[src/rtl/mem_arbiter.sv]
// Shared single-port RAM arbiter for the icache/dcache of two cores.
// Data beats instruction traffic; one shared round-robin pointer picks the core.
module mem_arbiter #(
  parameter int WORD_W  = 32,
  parameter int TIMEOUT = 255
) (
  input  logic                CLK,
  input  logic                nRST,
  input  logic [1:0]          iREN,
  input  logic [2*WORD_W-1:0] iaddr,
  input  logic [1:0]          dREN,
  input  logic [1:0]          dWEN,
  input  logic [2*WORD_W-1:0] daddr,
  input  logic [2*WORD_W-1:0] dstore,
  output logic [1:0]          iwait,
  output logic [1:0]          dwait,
  output logic [2*WORD_W-1:0] iload,
  output logic [2*WORD_W-1:0] dload,
  output logic                ramREN,
  output logic                ramWEN,
  output logic [WORD_W-1:0]   ramaddr,
  output logic [WORD_W-1:0]   ramstore,
  input  logic [WORD_W-1:0]   ramload,
  input  logic [1:0]          ramstate,
  output logic [1:0]          grant_id,
  output logic                grant_valid,
  output logic                timeout_err
);

  typedef enum logic [1:0] {IDLE, ACTIVE, TURN} state_t;

  localparam logic [1:0] RAM_ACCESS = 2'b10;
  localparam logic [1:0] RAM_ERROR  = 2'b11;
  localparam logic [7:0] LAST_WAIT  = 8'(TIMEOUT - 1);

  state_t      r_state, w_next_state;
  logic        r_rr, w_next_rr;
  logic [7:0]  r_count, w_next_count;
  logic [1:0]  r_grant_id, w_next_grant_id;

  logic [1:0]        w_dreq;
  logic              w_is_i, w_core, w_pick_core;
  logic              w_iren, w_dren, w_dwen, w_wants;
  logic [WORD_W-1:0] w_iaddr, w_daddr, w_dstore;

  assign w_dreq   = dREN | dWEN;
  assign w_is_i   = r_grant_id[1];
  assign w_core   = r_grant_id[0];
  assign w_iren   = iREN[w_core];
  assign w_dren   = dREN[w_core];
  assign w_dwen   = dWEN[w_core];
  assign w_iaddr  = w_core ? iaddr[2*WORD_W-1:WORD_W]  : iaddr[WORD_W-1:0];
  assign w_daddr  = w_core ? daddr[2*WORD_W-1:WORD_W]  : daddr[WORD_W-1:0];
  assign w_dstore = w_core ? dstore[2*WORD_W-1:WORD_W] : dstore[WORD_W-1:0];
  assign w_wants  = w_is_i ? w_iren : (w_dren | w_dwen);
  assign grant_id = r_grant_id;

  always_ff @(posedge CLK or negedge nRST) begin
    if (!nRST) begin
      r_state    <= IDLE;
      r_rr       <= 1'b0;
      r_count    <= '0;
      r_grant_id <= '0;
    end else begin
      r_state    <= w_next_state;
      r_rr       <= w_next_rr;
      r_count    <= w_next_count;
      r_grant_id <= w_next_grant_id;
    end
  end

  always_comb begin
    w_next_state    = r_state;
    w_next_rr       = r_rr;
    w_next_count    = r_count;
    w_next_grant_id = r_grant_id;
    w_pick_core     = 1'b0;
    iwait           = 2'b11;
    dwait           = 2'b11;
    iload           = '0;
    dload           = '0;
    ramREN          = 1'b0;
    ramWEN          = 1'b0;
    ramaddr         = '0;
    ramstore        = '0;
    grant_valid     = 1'b0;
    timeout_err     = 1'b0;

    case (r_state)
      IDLE: begin
        if (|w_dreq) begin
          w_pick_core     = w_dreq[r_rr] ? r_rr : ~r_rr;
          w_next_grant_id = {1'b0, w_pick_core};
          w_next_count    = '0;
          w_next_state    = ACTIVE;
        end else if (|iREN) begin
          w_pick_core     = iREN[r_rr] ? r_rr : ~r_rr;
          w_next_grant_id = {1'b1, w_pick_core};
          w_next_count    = '0;
          w_next_state    = ACTIVE;
        end
      end

      ACTIVE: begin
        grant_valid = 1'b1;
        if (w_is_i) begin
          ramREN  = w_iren;
          ramaddr = w_iaddr;
        end else begin
          ramaddr = w_daddr;
          if (w_dwen) begin
            ramWEN   = 1'b1;
            ramstore = w_dstore;
          end else begin
            ramREN = w_dren;
          end
        end

        // Completion outranks error, drop and watchdog in the same cycle.
        if (ramstate == RAM_ACCESS) begin
          if (w_is_i) begin
            iwait[w_core] = 1'b0;
            if (w_core) iload[2*WORD_W-1:WORD_W] = ramload;
            else        iload[WORD_W-1:0]        = ramload;
          end else begin
            dwait[w_core] = 1'b0;
            if (!w_dwen) begin
              if (w_core) dload[2*WORD_W-1:WORD_W] = ramload;
              else        dload[WORD_W-1:0]        = ramload;
            end
          end
          w_next_rr    = ~w_core;
          w_next_state = TURN;
        end else begin
          w_next_count = (r_count == 8'hFF) ? r_count : r_count + 8'd1;
          if (ramstate == RAM_ERROR) begin
            timeout_err  = 1'b1;
            w_next_state = IDLE;
          end else if (!w_wants) begin
            w_next_state = IDLE;
          end else if (r_count >= LAST_WAIT) begin
            timeout_err  = 1'b1;
            w_next_state = IDLE;
          end
        end
      end

      TURN: begin
        w_next_state = IDLE;
      end

      default: begin
        w_next_state = IDLE;
      end
    endcase
  end

endmodule
[config.mk]
export PLATFORM = sky130hd
export DESIGN_NAME = mem_arbiter
export DESIGN_NICKNAME = d
export VERILOG_FILES = /design/src/rtl/mem_arbiter.sv
export SDC_FILE = /design/constraint.sdc
export NUM_CORES = 1
export LEC_CHECK = 0
export CAP_MARGIN = 20
export CELL_PAD_IN_SITES_DETAIL_PLACEMENT = 1
export CELL_PAD_IN_SITES_GLOBAL_PLACEMENT = 2
export CORE_ASPECT_RATIO = 1.25
export CORE_MARGIN = 5
export CORE_UTILIZATION = 11
export CTS_BUF_LIST = sky130_fd_sc_hd__clkbuf_8
export DETAILED_ROUTE_END_ITERATION = 12
export PLACE_DENSITY_LB_ADDON = 0.1
export SLEW_MARGIN = 20
export SYNTH_ARGS = -nofsm -noshare
export SYNTH_HDL_FRONTEND = slang
export SYNTH_SLANG_ARGS = --single-unit
[constraint.sdc]
create_clock -name CLK -period 2.84 [get_ports CLK]
set_input_delay 0.71 -clock CLK [delete_from_list [all_inputs] [get_ports CLK]]
set_output_delay 0.71 -clock CLK [all_outputs]
set_load 0.02 [all_outputs]
==> results by group <==
Outcome
  – Outcome: finished clean

Setup path
  – Worst-path maximum fanout: 1
  – Worst Path Buf+Inv: 2
  – Worst Setup End Kind: output port
  – Critical Path RT: 2.13 ns
  – Slowest stage cell on the critical path: clkdlybuf4s50_1
  – Crit start category: input port
  – Worst path max stage delay: around 0.45 ns
  – CP cell instances: clkdlybuf4s50_1 > mux4_2 > and2_1 > dlygate4sd2_1
  – Worst path top cell family by delay: buffers and inverters
  – CP Class: input port to output port
  – Crit path DAT: 2.09 ns

STA
  – Fin. Hold Viols: 0
  – FMAX: 0.357 GHz
  – Rel. slew slack: 0.560
  – Final Setup Violations: 0
  – Fin Hold WS: between 0.5 and 0.6 ns
  – Final Slew Violations: 0
  – Final period util: 0.987
  – Min Clock Period, post-route: ~2.8 ns
  – Worst slew pin tran: ~0.66 ns
  – Final Skew: 0.00587 ns
  – Final setup margin: 0.0365 ns

Synthesis
  – Syn Inst Count: roughly 390
  – Seq/Total Area, Yosys: 0.102
  – XOR/XNOR share of the synthesized area: 0
  – Seq cells post-synth: 13
  – Synth cell types: 40
  – Mapped Nets: between 600 and 700
  – Mux share of post-synthesis cell area: 0.348
  – Synth Warn #: 0
  – Syn avg cell area: slightly above 8 sq um
  – Largest family of logic cells by synthesized area: simple AND/OR/NAND/NOR gates
  – Compound-cell area share of the yosys netlist: 0.0495
  – Mapped Area: 0.00318 sq mm
  – Post-Synth Simple-Gate Area: 0.439
  – Synth Area in Adders: 0.00786

Die
  – Num ports: between 400 and 500
  – Die width: 162 um
  – Die area: 0.0325 sq mm
  – Initial Util: 0.112
  – Die height: about 200 um
  – Row count: 69
  – Core box area: 0.0285 sq mm

Route
  – Antenna-violating nets left: 0
  – Via/cell ratio: just over 4
  – DRT Pass-1 Iters: 4
  – Final WL: 26900 um
  – DRC viols: 0
  – Starting DRT DRC Count: 145
  – Wire length per cell: roughly 22 um
  – Vias: 4938

Clocking
  – Clock root cell: clkbuf_8
  – Cts bufs inserted: 3
  – Clk slew on worst S/H paths: 0.06 ns
  – TritonCTS clock tree: built
  – Longest Clk Path Bufs: 2
  – Clk sinks: 13
  – Cts hold-fix bufs: 0
  – H-tree lvl count: 1
  – Clk_lat worst skew: roughly 0.25 ns

Place
  – I/O Buffers: around 440
  – Gpl congestion: slightly below 0.8
  – Dpl ws: -0.787 ns
  – Hpwl dp: 20800 um
  – Placed Cells: 1174

Layout
  – Number of nets in the layout: 1103
  – Share of layout cells above drive strength 1: 0.355
  – Final non-filler cell total: approximately 1200
  – Commonest non-fill, non-tap cell in the layout: clkdlybuf4s50_1
  – Final Core Density: 0.300
  – Area grow syn2layout: 168%
  – Most frequent cells in the layout: clkdlybuf4s50_1, and2_1, buf_4, buf_2, nor2_1

Global route
  – Vias in the first global route: ~5500
  – Antenna violations before repair: 1
  – First-pass GRT wire length: between 30000 and 40000 um
  – GRT Total Usage: 0.155
  – Pin count of the biggest net entering global routing: just over 40
  – Remaining Overflow, GRT: 0

Power
  – Maximum VDD drop: around 0.29 mV
  – Pwr dens: ~500 mW/mm^2
  – Leak Pwr: roughly 3.8 nW

Min path
  – Hold Path Class: register to register

Flow run
  – # Max-Cap Violations: 0
## per-layer routing
layer,track usage,vias up,part of all wire
met4,0.0236,0,0.012
met1,0.150,2386,0.33
met3,0.0467,14,0.085
met2,0.321,239,0.57
met5,0,-,0
li1,-,2299,-
## report_power, final
| part | switching [mW] | internal (mW) |
|---|---|---|
| clock network | 0.0757 | 0.0971 |
| registers | 0.0651 | 0.235 |
| logic | 1.84 | 1.93 |
| total | 1.98 | 2.26 |
## what timing repair did
| action | 4_1_cts | 5_1_grt |
|---|---|---|
| pin swaps | 6 | 3 |
| buffers inserted | 29 | 3 |
| cloned | 11 | 1 |
| endpoints found under the setup margin | 197 | 89 |
| gates resized for setup | 703 | 32 |
## layout make-up
cell class / count / area, sq um
clock buffer: 3 / 41.3
tap: 355 / 444
timing repair buffer: 507 / 4900
antenna: 1 / 2.50
sequential: 13 / 330
multi-input combinational: 334 / 2780
inverter: 8 / 30.0
fill: 3327 / 20000
clock inverter: 1 / 5.00
## per-stage QoR
stage               cell area (sq um)  total power, mW  setup TNS [ns]
floorplan                        3180             2.27               0
global placement                 8160             4.03         -108.58
detailed placement               8160             4.05         -104.59
CTS                              8430             4.30         -0.0294
global route                     8540             4.53         -0.0520
finish                           8540             4.24               0
## flip-flops by register name, summed over array words and instances (netlist names)
register / flops
r_count: 8
grant_id: 2
r_state: 2
r_rr: 1
## logic make-up (layout without fill, tap and decap cells)
logic type / after synthesis / after routing
and+or+nand+nor: 241 / 241
muxes: 69 / 69
buffers and inverters: 41 / 519
AOI/OAI and AO/OA: 22 / 22
DFF: 13 / 13
adders and majority gates: 2 / 2
other: 0 / 1
## cell usage after synthesis, drive strengths merged
library cell | number | share of area
nor4 | 2 | 0.0059
a2111oi | 1 | 0.0028
or3 | 4 | 0.0079
nand2 | 8 | 0.0094
mux4 | 33 | 0.23
clkbuf | 22 | 0.026
o21ai | 7 | 0.012
nand4 | 1 | 0.0020
a41oi | 1 | 0.0028
nand2b | 3 | 0.0059
and4 | 1 | 0.0028
ha | 2 | 0.0079
a211oi | 1 | 0.0024
nor2 | 42 | 0.050
nand3 | 4 | 0.0063
o211a | 1 | 0.0031
nor4b | 1 | 0.0028
inv | 8 | 0.0094
a21oi | 6 | 0.0094
nor3 | 6 | 0.0094
o41ai | 1 | 0.0028
dfrtp | 13 | 0.10
or2 | 1 | 0.0020
o31a | 1 | 0.0028
and2 | 160 | 0.31
nand4b | 1 | 0.0028
o31ai | 3 | 0.011
or4 | 3 | 0.0083
nor3b | 1 | 0.0039
mux2i | 35 | 0.11
mux2 | 1 | 0.0047
and3 | 1 | 0.0020
buf | 11 | 0.018
nor2b | 2 | 0.0039
## worst paths after layout
check,startpoint,to,slack (ns),depth (start not counted)
setup / recovery,daddr[45],ramaddr[13],0.04,4
hold / removal,r_count[5],r_count[5],0.53,1
setup reg to reg,r_state[0],r_state[1],0.26,19
hold reg to reg,r_count[5],r_count[5],0.53,1
max in group asynchronous,nRST,grant_id[0],1.48,1
min in group asynchronous,nRST,r_count[5],0.86,1
Note: power is estimated with default switching activity, not from simulation.
